<file path="config.mk">
export PLATFORM = sky130hd
export DESIGN_NAME = decode_ctrl
export DESIGN_NICKNAME = d
export VERILOG_FILES = /design/src/rtl/decode_ctrl.sv
export SDC_FILE = /design/constraint.sdc
export NUM_CORES = 1
export LEC_CHECK = 0
export ABC_AREA = 1
export CAP_MARGIN = 20
export CORE_AREA = 2 2 147 149
export CTS_CLUSTER_DIAMETER = 150
export DETAILED_ROUTE_END_ITERATION = 8
export DIE_AREA = 0 0 149 151
export PLACE_DENSITY = 0.84
export SLEW_MARGIN = 10
export SYNTH_ARGS = -nofsm -noshare
export SYNTH_HDL_FRONTEND = slang
export SYNTH_SLANG_ARGS = --single-unit
</file>
<file path="constraint.sdc">
create_clock -name clk -period 1.25 [get_ports clk]
set_input_delay 0.125 -clock clk [delete_from_list [all_inputs] [get_ports clk]]
set_output_delay 0.125 -clock clk [all_outputs]
set_load 0.005 [all_outputs]
</file>
<file path="src/rtl/decode_ctrl.sv">
// -----------------------------------------------------------------------------
// decode_ctrl
//
// Decode-stage controller for the pipelined RV32I core. Holds the IF/ID slot,
// drives the external immediate generator with the held instruction, picks the
// immediate format from the opcode and registers the result into the ID/EX
// slot under a valid/ready handshake. A flush squashes both slots.
//
// Optional feature (compile-time macro DECODE_LOAD_USE_INTERLOCK_EN):
//   defined   -> load-use hazard detection inserts one bubble into EX and
//                counts stall cycles in stall_cnt (saturating at 0xFFFF).
//   undefined -> no interlock (forwarding handles loads elsewhere),
//                stall_cnt is tied to zero. Port list is identical.
//
// Ports:
//   clk, rst_n                 clock, synchronous active-low reset
//   if_valid/if_inst/if_pc     fetch-side instruction offer
//   id_ready                   decode accepts the offer this cycle
//   flush                      squash ID and EX slots
//   gen_inst                   held ID instruction to the immediate generator
//   i/s/b/j/u_imm              immediate generator results for gen_inst
//   ex_ready                   execute consumes the ID/EX slot this cycle
//   ex_valid, ex_pc, ex_inst,
//   ex_imm, ex_fmt, ex_rd,
//   ex_is_load, ex_illegal     registered ID/EX slot contents
//   stall_cnt                  load-use stall cycle counter
// -----------------------------------------------------------------------------
module decode_ctrl (
  input  logic        clk,
  input  logic        rst_n,
  input  logic        if_valid,
  input  logic [31:0] if_inst,
  input  logic [31:0] if_pc,
  output logic        id_ready,
  input  logic        flush,
  output logic [31:0] gen_inst,
  input  logic [31:0] i_imm,
  input  logic [31:0] s_imm,
  input  logic [31:0] b_imm,
  input  logic [31:0] j_imm,
  input  logic [31:0] u_imm,
  input  logic        ex_ready,
  output logic        ex_valid,
  output logic [31:0] ex_pc,
  output logic [31:0] ex_inst,
  output logic [31:0] ex_imm,
  output logic [2:0]  ex_fmt,
  output logic [4:0]  ex_rd,
  output logic        ex_is_load,
  output logic        ex_illegal,
  output logic [15:0] stall_cnt
);

  typedef enum logic [2:0] {
    FMT_R   = 3'd0,
    FMT_I   = 3'd1,
    FMT_S   = 3'd2,
    FMT_B   = 3'd3,
    FMT_J   = 3'd4,
    FMT_U   = 3'd5,
    FMT_ILL = 3'd7
  } fmt_e;

  localparam logic [6:0] OP_OPIMM  = 7'b0010011;
  localparam logic [6:0] OP_LOAD   = 7'b0000011;
  localparam logic [6:0] OP_JALR   = 7'b1100111;
  localparam logic [6:0] OP_SYSTEM = 7'b1110011;
  localparam logic [6:0] OP_STORE  = 7'b0100011;
  localparam logic [6:0] OP_BRANCH = 7'b1100011;
  localparam logic [6:0] OP_JAL    = 7'b1101111;
  localparam logic [6:0] OP_LUI    = 7'b0110111;
  localparam logic [6:0] OP_AUIPC  = 7'b0010111;
  localparam logic [6:0] OP_OP     = 7'b0110011;

  // IF/ID slot
  logic        id_valid_q, id_valid_d;
  logic [31:0] id_inst_q,  id_inst_d;
  logic [31:0] id_pc_q,    id_pc_d;

  // ID/EX slot
  logic        ex_valid_q,   ex_valid_d;
  logic [31:0] ex_pc_q,      ex_pc_d;
  logic [31:0] ex_inst_q,    ex_inst_d;
  logic [31:0] ex_imm_q,     ex_imm_d;
  fmt_e        ex_fmt_q,     ex_fmt_d;
  logic [4:0]  ex_rd_q,      ex_rd_d;
  logic        ex_is_load_q, ex_is_load_d;
  logic        ex_illegal_q, ex_illegal_d;

  // Decode of the held ID instruction
  fmt_e        id_fmt;
  logic [31:0] id_imm;
  logic        id_writes_rd;

  logic ex_free;
  logic hazard;
  logic advance;
  logic accept;

  assign gen_inst = id_inst_q;

  always_comb begin
    id_fmt = FMT_ILL;
    unique case (id_inst_q[6:0])
      OP_OPIMM, OP_LOAD, OP_JALR, OP_SYSTEM: id_fmt = FMT_I;
      OP_STORE:                             id_fmt = FMT_S;
      OP_BRANCH:                            id_fmt = FMT_B;
      OP_JAL:                               id_fmt = FMT_J;
      OP_LUI, OP_AUIPC:                     id_fmt = FMT_U;
      OP_OP:                                id_fmt = FMT_R;
      default:                              id_fmt = FMT_ILL;
    endcase
  end

  always_comb begin
    id_imm = '0;
    unique case (id_fmt)
      FMT_I:   id_imm = i_imm;
      FMT_S:   id_imm = s_imm;
      FMT_B:   id_imm = b_imm;
      FMT_J:   id_imm = j_imm;
      FMT_U:   id_imm = u_imm;
      default: id_imm = '0;
    endcase
  end

  // Stores, branches and unrecognised opcodes carry no destination register.
  assign id_writes_rd = !(id_fmt == FMT_S || id_fmt == FMT_B || id_fmt == FMT_ILL);

`ifdef DECODE_LOAD_USE_INTERLOCK_EN
  logic        rs1_used;
  logic        rs2_used;
  logic        rs1_hit;
  logic        rs2_hit;
  logic [15:0] stall_cnt_q, stall_cnt_d;

  assign rs1_used = (id_fmt == FMT_R) || (id_fmt == FMT_I) ||
                    (id_fmt == FMT_S) || (id_fmt == FMT_B);
  assign rs2_used = (id_fmt == FMT_R) || (id_fmt == FMT_S) || (id_fmt == FMT_B);
  assign rs1_hit  = rs1_used && (id_inst_q[19:15] == ex_rd_q);
  assign rs2_hit  = rs2_used && (id_inst_q[24:20] == ex_rd_q);

  assign hazard = id_valid_q && ex_valid_q && ex_is_load_q &&
                  (ex_rd_q != 5'd0) && (rs1_hit || rs2_hit);

  // A stall cycle is one where the load actually leaves EX but the consumer
  // is held back; a flush on the same edge cancels the stall.
  always_comb begin
    stall_cnt_d = stall_cnt_q;
    if (!flush && hazard && ex_ready && (stall_cnt_q != '1)) begin
      stall_cnt_d = stall_cnt_q + 16'd1;
    end
  end

  always_ff @(posedge clk) begin
    if (!rst_n) begin
      stall_cnt_q <= '0;
    end else begin
      stall_cnt_q <= stall_cnt_d;
    end
  end

  assign stall_cnt = stall_cnt_q;
`else
  assign hazard    = 1'b0;
  assign stall_cnt = '0;
`endif

  assign ex_free  = !ex_valid_q || ex_ready;
  assign advance  = id_valid_q && ex_free && !hazard;
  assign id_ready = rst_n && (!id_valid_q || advance);
  assign accept   = if_valid && id_ready && !flush;

  always_comb begin
    id_valid_d   = id_valid_q;
    id_inst_d    = id_inst_q;
    id_pc_d      = id_pc_q;
    ex_valid_d   = ex_valid_q;
    ex_pc_d      = ex_pc_q;
    ex_inst_d    = ex_inst_q;
    ex_imm_d     = ex_imm_q;
    ex_fmt_d     = ex_fmt_q;
    ex_rd_d      = ex_rd_q;
    ex_is_load_d = ex_is_load_q;
    ex_illegal_d = ex_illegal_q;

    if (flush) begin
      id_valid_d = 1'b0;
      ex_valid_d = 1'b0;
    end else begin
      if (advance) begin
        ex_valid_d   = 1'b1;
        ex_pc_d      = id_pc_q;
        ex_inst_d    = id_inst_q;
        ex_imm_d     = id_imm;
        ex_fmt_d     = id_fmt;
        ex_rd_d      = id_writes_rd ? id_inst_q[11:7] : 5'd0;
        ex_is_load_d = (id_inst_q[6:0] == OP_LOAD);
        ex_illegal_d = (id_fmt == FMT_ILL);
      end else if (ex_free) begin
        ex_valid_d = 1'b0;
      end

      // Accept takes priority so a same-edge advance+accept refills ID.
      if (accept) begin
        id_valid_d = 1'b1;
        id_inst_d  = if_inst;
        id_pc_d    = if_pc;
      end else if (advance) begin
        id_valid_d = 1'b0;
      end
    end
  end

  always_ff @(posedge clk) begin
    if (!rst_n) begin
      id_valid_q   <= 1'b0;
      id_inst_q    <= '0;
      id_pc_q      <= '0;
      ex_valid_q   <= 1'b0;
      ex_pc_q      <= '0;
      ex_inst_q    <= '0;
      ex_imm_q     <= '0;
      ex_fmt_q     <= FMT_R;
      ex_rd_q      <= '0;
      ex_is_load_q <= 1'b0;
      ex_illegal_q <= 1'b0;
    end else begin
      id_valid_q   <= id_valid_d;
      id_inst_q    <= id_inst_d;
      id_pc_q      <= id_pc_d;
      ex_valid_q   <= ex_valid_d;
      ex_pc_q      <= ex_pc_d;
      ex_inst_q    <= ex_inst_d;
      ex_imm_q     <= ex_imm_d;
      ex_fmt_q     <= ex_fmt_d;
      ex_rd_q      <= ex_rd_d;
      ex_is_load_q <= ex_is_load_d;
      ex_illegal_q <= ex_illegal_d;
    end
  end

  assign ex_valid   = ex_valid_q;
  assign ex_pc      = ex_pc_q;
  assign ex_inst    = ex_inst_q;
  assign ex_imm     = ex_imm_q;
  assign ex_fmt     = ex_fmt_q;
  assign ex_rd      = ex_rd_q;
  assign ex_is_load = ex_is_load_q;
  assign ex_illegal = ex_illegal_q;

endmodule

</file>
==> flow_summary.toml, run 1 <==
[outcome]
outcome = "complete, but fails checks"
violations = "negative setup slack"

[clock_tree]
cts_tree = "built"
cts.sinks = 172
cts_buffers = 17
clockBufferDepth = 2
clkLatencyLatePin_ps = 430
cts_root_buf = "clkbuf_16"
htreeDepth = 4
clk_pin_slew_worst_paths_ps = 80

[detailed_routing]
wl_per_cell_um = 19.76
wirelength_um = 34700
ant_nets = 0
vias = 9335
post-route-drc-count = 0
vias_per_cell = 5.316
drt_first_pass_iters = 7
drt_iter0_markers = 448

[sta]
finClkSkew_ps = 15.58
fin_ws_ps = -375.4
hold_viol = 0
layout_min_cycle_time_ps = 1625
rsz0062_at_grt = "yes"
hold_slack_ps = 225.5
fmax_mhz = 615.2
fin_crit_sh = 1.300
slew_headroom = 0.4978
setup_viol = 171
drv_slew = 0
tightest_slew_ps = 753.3

[worst_hold_path]
hp-start = "rst_n"
min_to = "ex_valid"
min_path_type = "in2reg"
min_path_cells = 5

[logic_synthesis]
ys_warn_count = 0
ys_seq_area_frac = 0.4619
ys_types = 22
yosys.area.top_type = "dfxtp_1"
synthCells = 1036
syn_area_per_cell_um2 = 7.196
synthTopCellsByArea = "dfxtp_1 (46%), nand2_1 (9.7%), nand3_1 (9.3%)"
synth_area_mm2 = 0.007455
ys_ff_latch = 172
synth_top_area_frac = 0.4619

[floorplanning]
initial_core_util = 0.3580
die_w_um = 149
ios = 385
core_mm2 = 0.02082
rows = 53
die_area_mm2 = 0.02250
die_h_um = 151

[pwr]
p_leak_nw = 5.983
switching_power_mw = 3.686
p_comb_frac = 0.161
p_seq_frac = 0.431
internal-power_mw = 9.904
p_per_area_mw_per_mm2 = 962.7
switching_share = 0.2713
power_mw = 13.59
vdd_drop_max_mv = 0.9897
clock_power_share = 0.407

[cells_and_area]
fillers = 1538
finalNetCount = 1696
final_util = 0.6779
multi_input_area_mm2 = 0.004070
area_delta_synth_final_pct = 89.36
drive_above_1_share = 0.2595
register_area_mm2 = 0.003511

[setup_path]
cp.arrival_ps = 1950
crit_fanout = 20
worst_ep_required_time_ps = 1570
r2r-start = "ex_valid"
timing.rr.end = "gen_inst[1]"
cp-start-kind = "register"
setup.worst_path.end_class = "register"
ff2ff_path_depth = 8
path_class = "reg2reg"
r2r_slack_ps = -380

[place]
portBuffers = 368
gp_congestion = 0.9159
dp_hpwl_um = 20300
place_ws_ps = -563.7

[global_route]
grt_pass1_wl_um = 46620
grt.overflow.total = 0
grt_pass1_vias = 9001
grt_max_degree = 118
grt_usage = 0.2664
antenna_found_initial = 1

[run]
maxCapViolCount = 0
## metal layers
metal | routed length, um | global-route usage
met5 | 0 | 0
met1 | 12630 | 0.2818
met2 | 17040 | 0.4751
met4 | 1913 | 0.1329
met3 | 3122 | 0.08855
## cell usage after synthesis (all sizes together)
cell	instances
conb	1
or2	2
o21ai	117
a211oi	1
nor3	8
nand3	139
inv	56
nand4	27
nand2	195
a21oi	51
buf	61
clkbuf	38
nor2	129
o31ai	39
dfxtp	172
## flip-flops by register name, summed over array words and instances (netlist names), 3 cells and up
| name | flops |
|---|---|
| ex_pc | 32 |
| ex_rd | 5 |
| id_pc_q | 32 |
| ex_imm | 32 |
| ex_fmt | 3 |
| ex_inst | 32 |
| gen_inst | 32 |
## timing repair
action / CTS / global route
hold buffers: 0 / 0
setup buffers: 20 / 13
pin swaps: 9 / 30
endpoints found under the setup margin: 310 / 180
gates cloned: 11 / 15
resized for setup: 307 / 120
## cell usage in the layout, fill, tap and decap left out, types with 2 or more instances in the layout
cell type,instances
a21oi_1,38
a21oi_2,13
buf_12,26
buf_16,12
buf_2,3
buf_4,59
buf_6,18
clkbuf_16,30
clkbuf_2,3
clkdlybuf4s15_1,3
clkdlybuf4s50_1,227
clkinv_4,3
clkinv_8,4
conb_1,16
dfxtp_1,124
dfxtp_2,45
dfxtp_4,3
dlygate4sd2_1,128
inv_1,48
inv_2,7
inv_8,5
nand2_1,157
nand2_2,31
nand2_4,6
nand3_1,127
nand3_2,10
nand3_4,2
nand4_1,27
nor2_1,95
nor2_2,27
nor2_4,7
nor3_2,5
nor3_4,2
o21ai_0,30
o21ai_1,52
o21ai_2,26
o21ai_4,9
o31ai_1,21
o31ai_2,17
## final cells by class
cell class	count	share of cell area
Clock inverter	15	0.01409
Antenna cell	1	0.0001773
Inverter	56	0.01542
Tap cell	275	0.02438
Clock buffer	17	0.03014
Sequential cell	172	0.2487
Timing Repair Buffer	496	0.3787
Multi-Input combinational cell	724	0.2883
## kinds of logic after synthesis
kind of cell	count (synthesis)	share of synthesized area
other	1	0.0005030
buffers and inverters	155	0.09466
and+or+nand+nor	500	0.2899
AOI/OAI and AO/OA	208	0.1531
DFF	172	0.4619
## power groups by stage
| stage | Sequential, mW | Combinational (mW) | Clock (mW) |
|---|---|---|---|
| floorplan | 5.95 | 0.588 | 0 |
| global placement | 5.95 | 1.83 | 0 |
| detailed placement | 5.95 | 1.86 | 0 |
| CTS | 5.84 | 1.99 | 5.62 |
| global route | 5.88 | 2.32 | 5.83 |
| finish | 5.86 | 2.19 | 5.54 |
## how the worst max path moves through the flow
stage,from,endpoint,slack [ps]
after floorplan,ex_valid,ex_fmt[0],-90
after global placement,flush,gen_inst[3],-470
after detailed placement,flush,gen_inst[20],-560
after CTS,gen_inst[5],ex_imm[27],-280
after global routing,ex_valid,gen_inst[1],-400
final,ex_valid,gen_inst[1],-380
## worst max-delay path, cell delays in order (launching register included)
cell,delay (ps)
dfxtp_2,340
inv_2,30
or2_4,240
nor2_4,110
buf_6,120
nor3_4,40
buf_12,160
buf_16,180
o31ai_1,280
## stage by stage
step                instance area (um^2)  TNS [ps]  cells
floorplan                           7719     -8018   1051
CTS                                13270    -38580   1728
global route                       14120    -49900   1756
global placement                   11850    -60510   1665
finish                             14120    -39430   1756
detailed placement                 11850    -66460   1665
Note: power is estimated with default switching activity, not from simulation.
==> inputs of run 2 (changes only) <==
--- a/config.mk
+++ b/config.mk
@@ -9,6 +9,7 @@
 export CAP_MARGIN = 20
 export CORE_AREA = 2 2 147 149
 export CTS_CLUSTER_DIAMETER = 150
+export CTS_CLUSTER_SIZE = 30
 export DETAILED_ROUTE_END_ITERATION = 8
 export DIE_AREA = 0 0 149 151
 export PLACE_DENSITY = 0.84
==> results of run 2 <==
Final layout, timing and power as in run 1 (identical DEF).
